[src/rtl/mul_share_arb.sv]
// Round-robin arbiter sharing one multi-cycle multiplier among NREQ requesters.
// Optional WAIT-state timeout enabled by defining MUL_ARB_TIMEOUT_EN.
module mul_share_arb #(
   parameter int WIDTH_M = 8,
   parameter int WIDTH_R = 8,
   parameter int NREQ    = 4,
   parameter int TIMEOUT = 64
) (
   input  logic                       clk,
   input  logic                       rstn,
   input  logic [NREQ-1:0]            req_vld,
   output logic [NREQ-1:0]            req_rdy,
   input  logic [NREQ*WIDTH_M-1:0]    req_a,
   input  logic [NREQ*WIDTH_R-1:0]    req_b,
   output logic [NREQ-1:0]            rsp_vld,
   input  logic [NREQ-1:0]            rsp_rdy,
   output logic [WIDTH_M+WIDTH_R-1:0] rsp_data,
   output logic                       rsp_err,
   output logic                       mul_vld_in,
   output logic [WIDTH_M-1:0]         mul_multiplicand,
   output logic [WIDTH_R-1:0]         mul_multiplier,
   input  logic [WIDTH_M+WIDTH_R-1:0] mul_out,
   input  logic                       mul_done,
   output logic                       busy
);

   localparam int IW = (NREQ > 1) ? $clog2(NREQ) : 1;
   localparam int WP = WIDTH_M + WIDTH_R;

   if (NREQ < 2 || NREQ > 8 || TIMEOUT < 1) begin : g_bad_cfg
      $error("mul_share_arb: unsupported NREQ/TIMEOUT");
   end

   typedef enum logic [1:0] {
      IDLE,
      ISSUE,
      WAIT,
      RESP
   } state_t;

   state_t state, state_nx;

   logic [IW-1:0]      last_grant;
   logic [IW-1:0]      grant_idx;
   logic [IW-1:0]      win_idx;
   logic [NREQ-1:0]    win_oh;
   logic               win_any;
   logic [WIDTH_M-1:0] a_sel;
   logic [WIDTH_R-1:0] b_sel;
   logic [WIDTH_M-1:0] op_a;
   logic [WIDTH_R-1:0] op_b;
   logic [WP-1:0]      data_q;
   logic               accept;
   logic               tmo_ev;

   // Search starts one past the last winner and wraps.
   always_comb begin : rr_pick
      int j;
      j       = 0;
      win_oh  = '0;
      win_idx = '0;
      win_any = 1'b0;
      for (int k = 1; k <= NREQ; k++) begin
         j = int'(last_grant) + k;
         if (j >= NREQ) j = j - NREQ;
         if (!win_any && req_vld[j]) begin
            win_any    = 1'b1;
            win_oh[j]  = 1'b1;
            win_idx    = IW'(j);
         end
      end
   end

   always_comb begin
      a_sel = '0;
      b_sel = '0;
      for (int i = 0; i < NREQ; i++) begin
         if (win_oh[i]) begin
            a_sel = req_a[i*WIDTH_M +: WIDTH_M];
            b_sel = req_b[i*WIDTH_R +: WIDTH_R];
         end
      end
   end

   assign accept = (state == IDLE) && win_any;

`ifdef MUL_ARB_TIMEOUT_EN
   localparam int CW = $clog2(TIMEOUT + 1);

   logic [CW-1:0] wait_cnt;
   logic          err_q;

   assign tmo_ev = (state == WAIT) && !mul_done &&
                   (wait_cnt == CW'(TIMEOUT - 1));

   always_ff @(posedge clk or negedge rstn) begin
      if (!rstn) begin
         wait_cnt <= '0;
      end else if (state != WAIT) begin
         wait_cnt <= '0;
      end else if (!tmo_ev) begin
         wait_cnt <= wait_cnt + CW'(1);
      end
   end

   always_ff @(posedge clk or negedge rstn) begin
      if (!rstn) begin
         err_q <= 1'b0;
      end else if (state == WAIT) begin
         if (mul_done) err_q <= 1'b0;
         else if (tmo_ev) err_q <= 1'b1;
      end
   end

   assign rsp_err = err_q;
`else
   assign tmo_ev  = 1'b0;
   assign rsp_err = 1'b0;
`endif

   always_ff @(posedge clk or negedge rstn) begin
      if (!rstn) state <= IDLE;
      else state <= state_nx;
   end

   always_comb begin
      state_nx = state;
      unique case (state)
         IDLE:    if (accept) state_nx = ISSUE;
         ISSUE:   state_nx = WAIT;
         WAIT:    if (mul_done || tmo_ev) state_nx = RESP;
         RESP:    if (rsp_rdy[grant_idx]) state_nx = IDLE;
         default: state_nx = IDLE;
      endcase
   end

   always_ff @(posedge clk or negedge rstn) begin
      if (!rstn) begin
         op_a       <= '0;
         op_b       <= '0;
         grant_idx  <= '0;
         last_grant <= IW'(NREQ - 1);
         data_q     <= '0;
      end else begin
         if (accept) begin
            op_a       <= a_sel;
            op_b       <= b_sel;
            grant_idx  <= win_idx;
            last_grant <= win_idx;
         end
         if (state == WAIT) begin
            if (mul_done) data_q <= mul_out;
            else if (tmo_ev) data_q <= '0;
         end
      end
   end

   always_comb begin
      rsp_vld = '0;
      if (state == RESP) rsp_vld[grant_idx] = 1'b1;
   end

   assign req_rdy          = (state == IDLE) ? win_oh : '0;
   assign mul_vld_in       = (state == ISSUE);
   assign mul_multiplicand = op_a;
   assign mul_multiplier   = op_b;
   assign rsp_data         = data_q;
   assign busy             = (state != IDLE);

endmodule

[config.mk]
export PLATFORM = sky130hd
export DESIGN_NAME = mul_share_arb
export DESIGN_NICKNAME = d
export VERILOG_FILES = /design/src/rtl/mul_share_arb.sv
export SDC_FILE = /design/constraint.sdc
export NUM_CORES = 1
export LEC_CHECK = 0
export ABC_AREA = 1
export CORE_MARGIN = 3
export CORE_UTILIZATION = 45
export DETAILED_ROUTE_END_ITERATION = 7
export PLACE_DENSITY = 0.84
export SYNTH_ARGS = -nofsm -noshare
export SYNTH_HDL_FRONTEND = slang
export SYNTH_SLANG_ARGS = --single-unit
[constraint.sdc]
create_clock -name clk -period 4.35 [get_ports clk]
set_clock_uncertainty 0.15 [all_clocks]
set_input_delay 0.87 -clock clk [delete_from_list [all_inputs] [get_ports clk]]
set_output_delay 0.87 -clock clk [all_outputs]
set_load 0.02 [all_outputs]
==> flow_summary.toml <==
[run_status]
status = "finished clean"

[grt]
grt_overflow_total = 0
gr-usage-all-layers_pct = 21.9
grt_pass1_wl_um = 13000
grt_max_degree = 39
antenna_found_initial = 0
first_global_vias = 2705

[final_layout]
ff_latch_area_um2 = 953
drive_above_1_share_pct = 18.4
syn_to_final_growth_pct = 50.9
final_cell_mix = "131 x clkdlybuf4s50_1, 60 x nand2_1, 55 x a21oi_1"
fin_cells = 536
layout_commonest_cell = "clkdlybuf4s50_1"
nNetsFinal = 564
nFillCells = 470
n_antenna_cell = 0
multiInputGateArea_um2 = 1580
utilization_pct = 70.7
finalInstanceArea_um2 = 4210

[clocking]
insertion_delay_ns = 0.28
post_cts_buffers = 0
htree_levels = 2
path_clk_slew_ns = 0.07
cts_max_path_buffers = 2
root_buffer = "clkbuf_8"
ctsHoldBuffers = 0
post_cts_resized = 0
cts_buffers = 5
cts_tree = "done"
cts_sinks = 38

[pwr]
finalPower_mw = 3.77
power_density_nw_per_um2 = 895
power_leakage_nw = 1.87
irDropWorstVdd_v = 0.000657

[logic_synthesis]
syn_inst = 332
ys_ff_latch = 38
syn-cell-area_um2 = 2790
ys_seq_area_share_pct = 34.2
ys_warn_count = 0
synthDistinctLibCells = 37
syn_nets = 436
syn_avg_cell_area_um2 = 8.40

[placed_design]
gp_congestion = 0.898
dp_cells = 528
hpwl_um = 6280
preCtsSetupSlack_ns = 0.476
placed_area_um2 = 4120
port_buffers = 132

[worst_setup_path]
path_class = "reg -> out"
critical_path.top_delay_family = "buffers and inverters"
max_stage_delay_ns = 0.72
worstSetupStartpointType = "flop"
crit_slowest_cell = "dfstp_2"
required_ns = 3.33
crit_top_cell = "inv_2"
path_buf_inv = 5
cp_max_fo = 13
crit_chain = "inv_6, ha_1, inv_2, o211ai_1, nand2_2, inv_2, nor2_4, nand3_1, nand3_2, nand2_1, inv_1, clkdlybuf4s50_1"
cp-end-kind = "output port"
cp.arrival_ns = 2.96

[floorplan]
die_area_um2 = 7180
start_util_pct = 46.8
die_x_um = 84.7
coreArea_um2 = 5960
die_y_um = 84.7
rows = 28
ios = 134

[timing]
setup_viol = 0
rsz0062_at_grt = "no"
post-route-period-util_pct = 91.6
post-route-min-period_ns = 3.98
fmax_ghz = 0.251
worst_slew_pin_slew_ns = 0.828
setup_slack_ns = 0.366
hold_violations = 0
setup_tns_ns = 0
drv_slew = 0
hold_ws_ns = 0.358
max_slew_margin_pct = 44.8

[drt]
drc = 0
wirelength_um = 8130
drtAntennaViolNets = 0
via_per_inst = 5.20
wl_per_cell_um = 15.2
vias = 2787
dr.pass1.iters = 4
drt-initial-drc-count = 159

[worst_hold_path]
holdCritPathClass = "reg -> reg"

[flow_run]
max_cap_viol_count = 0
==> cell families after synthesis <==
family                     share of synthesized area [%]
and+or+nand+nor                                     27.1
buffers and inverters                               9.24
DFF                                                 34.2
other                                              0.134
adders and majority gates                           5.83
muxes                                               6.46
AOI/OAI and AO/OA                                   17.0
==> per-layer routing <==
metal	GRT usage [%]	part of all wire [%]	vias up
met4	6.19	2.3	0
met1	28.6	40	1278
met2	37.8	50	129
met5	0	0	-
li1	-	-	1363
met3	2.94	7.4	17
==> registers in the layout, summed over array words and instances, names as in the netlist <==
name	count
grant_idx	2
last_grant	2
mul_multiplicand	8
mul_multiplier	8
rsp_data	16
state	2
==> cell type report <==
cell class | instances | area share (%)
repair buffers | 136 | 32.0
well taps | 75 | 2.23
clock buffers | 6 | 1.96
multi-input cells | 243 | 37.5
inverters | 36 | 3.39
flip-flops and latches | 38 | 22.6
clock inverters | 2 | 0.297
==> cell usage after synthesis, drive strengths merged <==
library cell	number	share of area (%)
buf	14	4.0
o21ai	7	1.3
nand3	32	10
a21boi	3	0.94
nand4	5	1.6
a31oi	1	0.22
a22oi	1	0.45
o211ai	1	0.27
mux2	16	6.5
o221ai	1	0.31
nor2	22	4.0
clkbuf	1	0.13
dfrtp	36	32
nor3	4	0.72
dfstp	2	1.9
nand2	70	11
ha	13	5.8
inv	36	5.1
a21oi	66	14
conb	1	0.13
==> power by group <==
group	internal, mW	switching, mW
Sequential	0.556	0.134
Combinational	1.10	1.73
Clock	0.127	0.123
Total	1.78	1.98
==> path summary, 6_finish.rpt <==
| check | start | endpoint | slack [ns] | depth (start not counted) |
|---|---|---|---|---|
| min reg2reg | rsp_data[12]$_DFFE_PN0P_ | rsp_data[12]$_DFFE_PN0P_ | 0.36 | 1 |
| max in group asynchronous | rstn | grant_idx[1]$_DFFE_PN0P_ | 3.00 | 1 |
| max | last_grant[0]$_DFFE_PN1P_ | req_rdy[3] | 0.37 | 12 |
| min | rsp_data[12]$_DFFE_PN0P_ | rsp_data[12]$_DFFE_PN0P_ | 0.36 | 1 |
| max reg2reg | last_grant[0]$_DFFE_PN1P_ | mul_multiplicand[7]$_DFFE_PN0P_ | 1.48 | 14 |
| min in group asynchronous | rstn | mul_multiplicand[4]$_DFFE_PN0P_ | 0.53 | 1 |
(Power assumes the default switching activity.)
